===== src/rtl/fetch_unit.sv =====
// fetch_unit: in-order instruction fetch with credit-limited imem requests and a response FIFO to decode.
// Optional performance counters are built when FETCH_PERF_EN is defined.
module fetch_unit #(
    parameter logic [31:0] RESET_PC = 32'h0000_0000,
    parameter int          DEPTH    = 2
) (
    input  logic        clk,
    input  logic        reset_n,
    output logic        imem_req_valid,
    input  logic        imem_req_ready,
    output logic [31:0] imem_addr,
    input  logic        imem_rsp_valid,
    input  logic [31:0] imem_rsp_data,
    input  logic        redirect_valid,
    input  logic [31:0] redirect_pc,
    output logic        if_valid,
    input  logic        if_ready,
    output logic [31:0] if_instr,
    output logic [31:0] if_pc,
    output logic [31:0] if_pcplus4,
    output logic [31:0] perf_fetch_cnt,
    output logic [31:0] perf_flush_cnt
);
    localparam int AW = $clog2(DEPTH);
    typedef logic [AW:0] cnt_t;
    localparam cnt_t W_DEPTH = cnt_t'(DEPTH);
    typedef enum logic {BOOT, FETCH} state_t;

    state_t        r_state, w_state_nxt;
    logic [31:0]   r_pc, w_pc_nxt;
    cnt_t          r_out, r_disc, r_cnt, w_out_nxt, w_disc_nxt, w_cnt_nxt;
    logic [AW-1:0] r_rd, r_wr, r_qrd, r_qwr;
    logic [31:0]   r_instr [DEPTH];
    logic [31:0]   r_ipc [DEPTH];
    logic [31:0]   r_qpc [DEPTH];
    logic          w_acc, w_drop, w_push, w_pop, w_valid;

    always_comb begin
        w_state_nxt    = FETCH;
        w_valid        = r_cnt != '0;
        imem_req_valid = (r_state == FETCH) && (r_out + r_cnt < W_DEPTH) && !redirect_valid;
        w_acc          = imem_req_valid && imem_req_ready;
        w_drop         = imem_rsp_valid && r_disc != '0;
        w_push         = imem_rsp_valid && r_disc == '0 && !redirect_valid;
        w_pop          = w_valid && if_ready && !redirect_valid;
        w_out_nxt      = r_out + cnt_t'(w_acc) - cnt_t'(imem_rsp_valid);
        // everything still in flight after a redirect belongs to the wrong path
        w_disc_nxt     = redirect_valid ? w_out_nxt : r_disc - cnt_t'(w_drop);
        w_cnt_nxt      = redirect_valid ? '0 : r_cnt + cnt_t'(w_push) - cnt_t'(w_pop);
        w_pc_nxt       = redirect_valid ? {redirect_pc[31:2], 2'b00} : w_acc ? r_pc + 32'd4 : r_pc;
    end

    assign imem_addr  = r_pc;
    assign if_valid   = w_valid;
    assign if_instr   = w_valid ? r_instr[r_rd] : '0;
    assign if_pc      = w_valid ? r_ipc[r_rd] : '0;
    assign if_pcplus4 = w_valid ? r_ipc[r_rd] + 32'd4 : '0;

    always_ff @(posedge clk) begin
        if (!reset_n) begin
            r_state <= BOOT;
            r_pc    <= RESET_PC;
            r_out   <= '0;
            r_disc  <= '0;
            r_cnt   <= '0;
            r_rd    <= '0;
            r_wr    <= '0;
            r_qrd   <= '0;
            r_qwr   <= '0;
        end else begin
            r_state <= w_state_nxt;
            r_pc    <= w_pc_nxt;
            r_out   <= w_out_nxt;
            r_disc  <= w_disc_nxt;
            r_cnt   <= w_cnt_nxt;
            r_rd    <= redirect_valid ? '0 : r_rd + AW'(w_pop);
            r_wr    <= redirect_valid ? '0 : r_wr + AW'(w_push);
            r_qrd   <= r_qrd + AW'(imem_rsp_valid);
            r_qwr   <= r_qwr + AW'(w_acc);
        end
    end

    always_ff @(posedge clk) begin
        if (w_acc)
            r_qpc[r_qwr] <= r_pc;
        if (w_push) begin
            r_instr[r_wr] <= imem_rsp_data;
            r_ipc[r_wr]   <= r_qpc[r_qrd];
        end
    end

    always_ff @(posedge clk) begin
        if (reset_n && imem_rsp_valid)
            assert (r_out != '0);
    end

`ifdef FETCH_PERF_EN
    logic [31:0] r_fetch_cnt, r_flush_cnt;
    always_ff @(posedge clk) begin
        if (!reset_n) begin
            r_fetch_cnt <= '0;
            r_flush_cnt <= '0;
        end else begin
            r_fetch_cnt <= r_fetch_cnt + 32'(w_pop);
            r_flush_cnt <= r_flush_cnt + (redirect_valid ? 32'(r_cnt) + 32'(imem_rsp_valid) : 32'(w_drop));
        end
    end
    assign perf_fetch_cnt = r_fetch_cnt;
    assign perf_flush_cnt = r_flush_cnt;
`else
    assign perf_fetch_cnt = '0;
    assign perf_flush_cnt = '0;
`endif
endmodule

===== config.mk =====
export PLATFORM = sky130hd
export DESIGN_NAME = fetch_unit
export DESIGN_NICKNAME = d
export VERILOG_FILES = /design/src/rtl/fetch_unit.sv
export SDC_FILE = /design/constraint.sdc
export NUM_CORES = 1
export LEC_CHECK = 0
export CAP_MARGIN = 0
export CORE_ASPECT_RATIO = 1.4
export CORE_MARGIN = 10
export CORE_UTILIZATION = 54
export DETAILED_ROUTE_END_ITERATION = 7
export GPL_TIMING_DRIVEN = 0
export PLACE_DENSITY = 0.87
export SLEW_MARGIN = 0
export SYNTH_ARGS = -nofsm -noshare
export SYNTH_HDL_FRONTEND = slang
export SYNTH_SLANG_ARGS = --single-unit

===== constraint.sdc =====
create_clock -name clk -period 8.6 [get_ports clk]
set_input_delay 1.72 -clock clk [delete_from_list [all_inputs] [get_ports clk]]
set_output_delay 1.72 -clock clk [all_outputs]
set_load 0.005 [all_outputs]

* After elaboration in Yosys (flattened, before gate mapping)
Memory sizes are Yosys's and may differ from the RTL's. A register that Yosys moved wholly into a read port is not among the register bits. Cells that the tools add are included.
Word-level totals: logic and storage cells 55, register bits 43, input bits 70, bits in writable memories 192, memories kept 3, output and inout bits 194
Memory list:
- r_instr | words 2, bits a word 32, read ports 1, clocked after memory_dff 1, write ports 1, RTL line 33 | logic [31:0] r_instr [DEPTH];
- r_ipc | words 2, bits a word 32, read ports 1, clocked after memory_dff 1, write ports 1, RTL line 34 | logic [31:0] r_ipc [DEPTH];
- r_qpc | words 2, bits a word 32, read ports 1, clocked after memory_dff 1, write ports 1, RTL line 35 | logic [31:0] r_qpc [DEPTH];
Cells by class: multiplexer cells 14, $lt $le $gt $ge 1, reduce and logical (&&, ||, !) cells 14, bitwise logic cells 1, add/subtract/negate cells 12
Operators by type and width (count):
- two-way mux 32 bit | 5
- adder 32 x 3 -> 32 bit, second input constant | 2
- logical AND 1 bit | 8
- two-way mux 1 bit | 8
- nonzero test 2 bit | 3
- subtractor 2 x 1 -> 2 bit | 3
- adder 1 bit | 4
- adder 2 x 1 -> 2 bit | 2
- adder 2 bit | 1
- zero test 2 bit | 1
- less-than comparator 2 bit, second input constant | 1
- two-way mux 2 bit | 1
- OR reduction 2 bit | 1
- zero test 1 bit | 1
- inverter 1 bit | 1

* Depth between registers and ports, before layout
Gate-level depths: netlist of the first run.
word-level depth 8, depth in mapped cells 12, depth with buffers taken out 11

* Least setup slack after synthesis of the first run
Ideal clock, no wire load.
path type reg-to-output, start point reg, netlist name r_rd, end point out if_pcplus4[28], cell stages (with the launch flop) 12, required time 6.880 ns, path buffers 4, data arrival time 2.761 ns, setup slack 4.119 ns, cell sequence dfxtp_1 > buf_2 > buf_4 > buf_2 > buf_2 > mux2_2 > ha_1 > inv_1 > a211oi_2 > nand3_2 > nor4_1 > mux2_2
RTL lines:
- to (decl) | RTL line 20 | output logic [31:0] if_pcplus4,

==> reports/results.tsv, run 1 <==
stage	metric	value	unit
final_layout	Area growth syn-to-layout	30.9	%
setup_path	Worst R2R End	r_disc[1]	
setup_path	r2r setup slk	5.72	ns
grt	global-route wire length before repair	42300	um
detailed_routing	remaining antenna violation count after routing	0	
sta	fin crit share	73.5	%
setup_path	Critical Path RT	6.88	ns
final_layout	share of cells above drive strength 1	13.7	%
die	die width	138	um
hold_path	Hold Crit Class	flip-flop to flip-flop	
sta	setup TNS	0	ns
logic_synthesis	sequential area share after synthesis	60.1	%
setup_path	R2R Path Start	r_cnt[1]	
logic_synthesis	share of the synthesized area in the top cell type	52.2	%
clocking	CTS tree	yes	
hold_path	Min-Delay Path Depth	0	
power	Peak supply drop	0.165	mV
logic_synthesis	cells after synthesis	858	
place	Port Buffers	191	
logic_synthesis	synth top area cells	edfxtp_1 52%, dfxtp_1 7.9%, mux2i_1 5.5%, buf_4 5.0%, mux2_2 3.7%	
logic_synthesis	library cells used by synthesis	52	
detailed_routing	vias post-DR	7578	
grt	initial antenna violation count	0	
detailed_routing	vias per cell	5.39	
logic_synthesis	Synth Cell Area	10600	sq um
final_layout	number of nets in the layout	1223	
clocking	Clock Tree Buf Depth	3	
sta	fmax	0.158	GHz
place	HPWL after DPL	20400	um
power	static leakage	4.88	nW
detailed_routing	detailed-route wire length	27300	um
final_layout	post-layout util	71.9	%
logic_synthesis	most common cell in the synthesized netlist	edfxtp_1	
grt	largest net degree at the start of global routing	63	
setup_path	Worst R2R Path Depth	12	
sta	actual slew at the worst max-slew pin	0.913	ns
sta	max_slew headroom	39.2	%
logic_synthesis	synth cell count leaders	184 x edfxtp_1, 85 x nor2_1, 71 x buf_4	
logic_synthesis	post-synthesis async set-or-reset flop share	0	%
sta	post-route minimum period	6.32	ns
detailed_routing	initial drt markers	478	
sta	endpoints failing hold	0	
clocking	H-tree depth	1	
clocking	root buffer cell	clkbuf_16	
final_layout	filler instances	1351	
grt	GR Util All Layers	20.1	%
logic_synthesis	Primary FF master, synth	edfxtp_1	
clocking	TritonCTS Buffers	21	
power	Cell Pwr Density	185	nW/um^2
sta	Final Max Slew Viols	0	
logic_synthesis	Synth Register Bits	226	
clocking	number of setup buffers added after CTS	0	
die	std cell rows	60	
clocking	Clk pin slew, worst setup/hold paths	0.07	ns
place	GPL Wtd Cong	0.909	
setup_path	worst-path maximum fanout	10	
setup_path	crit path launch type	flip-flop	
die	die area	25700	sq um
sta	Setup violations, final	0	
outcome	status	finished, final reports clean	
final_layout	# diodes	0	
job	max cap viols	0	
logic_synthesis	Synth area leader	edfxtp_1	
sta	Final Skew	0.0171	ns
clocking	hold_buf cts	0	
hold_path	Worst Hold Launch	imem_addr[22]	
sta	RSZ-0062 raised after global routing	no	
logic_synthesis	synth warn	0	
detailed_routing	Pre-antenna DRT Iters	7	
logic_synthesis	Post-synth EDFFs	184	
hold_path	hold endpoint	r_qpc[1][22]	
die	# IOs	264	
logic_synthesis	Mean Syn Cell Area	12.3	sq um
grt	global route overflow	0	
die	Core Area	19300	sq um
detailed_routing	routed len/inst	19.4	um
setup_path	CP Data Arrival Time	4.60	ns
die	Die Y	186	um
die	Initial Utilization	54.9	%
grt	vias in the first global route	7866	
setup_path	Crit Path Class	flip-flop to primary output	
clocking	clock latency on the worst-skew pair	0.50	ns
detailed_routing	Remaining DRCs	0	
setup_path	CP Capture Type	primary output	
clocking	Post-CTS Resized	0	
clocking	CTS Sinks	226	
[final cells by class]
class	instances	area (sq um)	area share (%)
Buffer	111	692	4.99
Clock buffer	23	543	3.92
Clock inverter	15	193	1.39
Inverter	15	56.3	0.406
Multi-Input combinational cell	575	3760	27.2
Sequential cell	226	6370	45.9
Tap cell	248	310	2.24
Timing Repair Buffer	192	1940	14.0
[placed cells by master (no fill, tap or decap), types with 6 or more instances in the layout]
cell             instances
nand2b_1                 9
edfxtp_1               184
clkbuf_1                28
and3_1                   6
clkdlybuf4s50_1        191
mux2i_1                 58
and4_1                   7
nor4_1                   7
a31oi_1                  9
conb_1                  70
o31ai_1                  8
nor3_1                  12
o211a_1                  8
or3_1                    7
nor2_1                  85
nand4_1                 21
o21ai_0                 37
xor2_1                  15
a21oi_1                 20
buf_1                    6
nand3_1                 26
nand2_1                 33
xnor2_1                 28
inv_1                   14
clkbuf_16               21
mux2_2                  35
a2111oi_0               10
buf_2                    6
ha_1                     8
dfxtp_1                 42
buf_4                   71
and2_1                  12
[worst max path at each step]
stage	start	to	depth (start not counted)
finish	r_rd	if_pcplus4[28]	12
global route	r_rd	if_pcplus4[28]	12
CTS	r_rd	if_pcplus4[28]	12
detailed placement	r_rd	if_pcplus4[28]	12
global placement	redirect_valid	r_instr[0][28]	6
floorplan	r_rd	if_pcplus4[28]	11
[power breakdown]
group / leakage [nW] / internal [mW] / switching, mW
Clock: 0.362 / 0.582 / 0.394
Combinational: 2.49 / 0.156 / 0.150
Sequential: 2.03 / 1.24 / 0.0368
[worst max-delay path: stages, from the launching register on]
cell and delay (ns):
dfxtp_1 0.30, buf_2 0.19, buf_4 0.23, buf_2 0.30, buf_2 0.37, mux2_2 0.26, ha_1 0.14, inv_1 0.08
a211oi_2 0.59, nand3_2 0.37, nor4_1 0.42, mux2_2 0.41, clkdlybuf4s50_1 0.45
[flip-flops by register name (all words and copies together), names as in the netlist, named ones only]
signal and cells:
imem_addr 30, r_cnt 2, r_disc 2, r_instr 64, r_ipc 60, r_out 2, r_qpc 60, r_qrd 1
r_qwr 1, r_rd 1, r_state 1, r_wr 1
[cells by family after synthesis]
logic type                 synth area share [%]
AOI/OAI and AO/OA                          7.15
xor gates and xnor gates                   3.56
adders and majority gates                  1.30
buffers and inverters                      7.06
DFF                                        60.1
muxes                                      9.20
other                                    0.0354
and+or+nand+nor                            11.6
[metal layers]
layer / part of all wire [%] / GRT usage, % / vias to the layer above
met5: 0 / 0 / -
met4: 3.3 / 8.07 / 0
met3: 6.0 / 3.85 / 64
met2: 54 / 38.3 / 314
met1: 36 / 21.3 / 3588
li1: - / - / 3612
[through the flow]
step                worst slack [ns]  instance area (sq um)  hold slack (ns)  std cells  power, mW
floorplan                       4.12                  10900            0.469        927       1.46
global placement                2.81                  13100            0.512       1366       1.59
detailed placement              2.82                  13100            0.513       1366       1.60
CTS                             2.28                  13800            0.517       1404       2.56
global route                    2.00                  13900            0.547       1405       2.65
finish                          2.28                  13900            0.526       1405       2.56
(Power assumes the default switching activity.)
==> run 2, diff against run 1 <==
Settings changed: CORE_UTILIZATION 54 to 50, PLACE_DENSITY 0.87 to 0.81.
Clock period 8.6 ns to 6.5 ns, I/O delays scaled along.
==> run 2 against run 1 <==
  * Utilization shrank 5.2 points
  * Sequential share of layout area rose by 0.17 points
  * Routed wire length is 0.49% higher
  * Critical path depth unchanged
  * Largest power group unchanged
==> reports/results.tsv, run 2 (same netlist as run 1, synthesis figures left out) <==
stage	metric	value	unit
place	DP Worst Slack	1.10	ns
die	die area	27500	sq um
setup_path	Crit Path Class	flip-flop to primary output	
clocking	TritonCTS Buffers	22	
setup_path	Worst R2R End	r_qpc[1][24]	
clocking	root buffer cell	clkbuf_16	
die	die width	143	um
final_layout	Most flops, register	r_instr	
setup_path	critical path's top delay family	buffers and inverters	
grt	GR Util All Layers	19.1	%
power	combinational share of power	12.0	%
final_layout	number of nets in the layout	1223	
final_layout	max reg flops	64	
die	Die Y	192	um
power	Clock power frac	37.0	%
place	cell total after placement	1374	
job	max cap viols	0	
power	static leakage	4.85	nW
sta	fmax	0.169	GHz
setup_path	Critical Path RT	5.20	ns
detailed_routing	routed len/inst	19.4	um
detailed_routing	remaining antenna violation count after routing	0	
final_layout	# diodes	0	
detailed_routing	Remaining DRCs	0	
clocking	hold_buf cts	0	
sta	Final Max Slew Viols	0	
die	# IOs	264	
setup_path	critical path's most frequent cell	buf_2	
hold_path	hold endpoint	r_qpc[0][31]	
die	Initial Utilization	51.1	%
setup_path	Crit path buffers/inverters	6	
clocking	number of setup buffers added after CTS	0	
sta	endpoints failing hold	0	
setup_path	slowest cell on the critical path	a211oi_2	
power	Cell Pwr Density	240	nW/um^2
grt	global-route wire length before repair	41700	um
grt	initial antenna violation count	0	
clocking	Post-CTS Resized	0	
sta	Setup violations, final	0	
setup_path	slowest stage delay, CP	0.63	ns
sta	setup TNS	0	ns
outcome	status	finished, final reports clean	
clocking	Clk pin slew, worst setup/hold paths	0.06	ns
detailed_routing	vias per cell	5.29	
sta	RSZ-0062 raised after global routing	no	
final_layout	final cell count without fillers	1411	
setup_path	r2r setup slk	3.73	ns
detailed_routing	vias post-DR	7471	
die	std cell rows	62	
clocking	H-tree depth	1	
clocking	clock latency on the worst-skew pair	0.50	ns
detailed_routing	Pre-antenna DRT Iters	5	
place	GPL Wtd Cong	0.888	
power	Seq pwr share	51.0	%
detailed_routing	detailed-route wire length	27400	um
clocking	CTS Sinks	226	
clocking	CTS tree	yes	
setup_path	Worst R2R Path Depth	7	
grt	vias in the first global route	7720	
final_layout	Regs by FF count	r_instr x64, r_ipc x60, r_qpc x60	
sta	final hold slack	0.530	ns
power	Sw Ratio	22.7	%
final_layout	most common cell after layout, fill and taps aside	clkdlybuf4s50_1	
sta	max_slew headroom	38.1	%
grt	global route overflow	0	
power	Peak supply drop	0.197	mV
detailed_routing	initial drt markers	460	
setup_path	R2R Path Start	r_out[1]	
hold_path	Hold Crit Class	flip-flop to flip-flop	
hold_path	Worst Hold Launch	imem_addr[31]	
power	P_int	2.56	mW
setup_path	CP Cell Sequence	buf_2 > buf_4 > buf_2 > buf_2 > mux2_2 > ha_1 > inv_1 > a211oi_2 > nand3_2 > nor4_1 > mux2_2 > clkdlybuf4s50_1	
sta	post-route minimum period	5.93	ns
place	Port Buffers	191	
sta	actual slew at the worst max-slew pin	0.929	ns
hold_path	Min-Delay Path Depth	0	
grt	largest net degree at the start of global routing	63	
power	Sw Pwr	752	uW
setup_path	CP Capture Type	primary output	
final_layout	filler instances	1546	
sta	Final Skew	0.0205	ns
setup_path	worst-path maximum fanout	10	
clocking	Clock Tree Buf Depth	3	
final_layout	Area growth syn-to-layout	30.4	%
die	Core Area	20700	sq um
setup_path	crit path launch type	flip-flop	
sta	fin crit share	91.3	%
final_layout	share of cells above drive strength 1	13.3	%
sta	Final WS setup	0.567	ns
final_layout	most frequent cells in the layout	191 x clkdlybuf4s50_1, 184 x edfxtp_1, 85 x nor2_1, 71 x buf_4, 70 x conb_1	
setup_path	CP Data Arrival Time	4.63	ns
place	HPWL after DPL	20700	um
==> run 2: final cells by class <==
cell class	instances	area, sq um	share of cell area, %
inverters	15	56.3	0.408
flip-flops and latches	226	6370	46.1
clock inverters	8	72.6	0.525
plain buffers	111	692	5.01
repair buffers	191	1910	13.8
multi-input cells	575	3770	27.3
clock buffers	29	628	4.55
well taps	256	320	2.32
==> run 2: worst max path at each step <==
stage / from / endpoint / slack (ns) / cells past startpoint
after floorplan: r_rd / if_pcplus4[28] / 2.44 / 11
after global placement: redirect_valid / r_instr[1][28] / 1.10 / 6
after detailed placement: r_rd / if_pcplus4[28] / 1.10 / 12
after CTS: r_rd / if_pcplus4[28] / 0.55 / 12
after global routing: r_rd / if_pcplus4[28] / 0.35 / 12
final: r_rd / if_pcplus4[28] / 0.57 / 12
==> run 2: per-layer routing <==
layer / part of all wire [%] / up-vias / GRT usage [%]
met5: 0 / - / 0
met4: 2.2 / 0 / 6.68
met3: 6.8 / 39 / 3.68
met2: 54 / 279 / 36.3
met1: 37 / 3536 / 20.3
li1: - / 3617 / -
==> run 2: stage by stage <==
stage / cell area [sq um] / power (mW) / utilization, %
final: 13800 / 3.32 / 66.7
after global routing: 13800 / 3.45 / 66.7
after CTS: 13800 / 3.34 / 66.7
after detailed placement: 13100 / 2.11 / 63.3
after global placement: 13100 / 2.10 / 63.2
after floorplan: 10900 / 1.93 / -
==> run 2: power by group through the flow <==
stage	clock, mW	combinational (mW)	sequential (mW)
6_report	1.23	0.399	1.69
5_1_grt	1.31	0.438	1.70
4_1_cts	1.25	0.397	1.69
3_5_place_dp	0	0.394	1.72
3_3_place_gp	0	0.384	1.72
2_1_floorplan	0	0.218	1.71
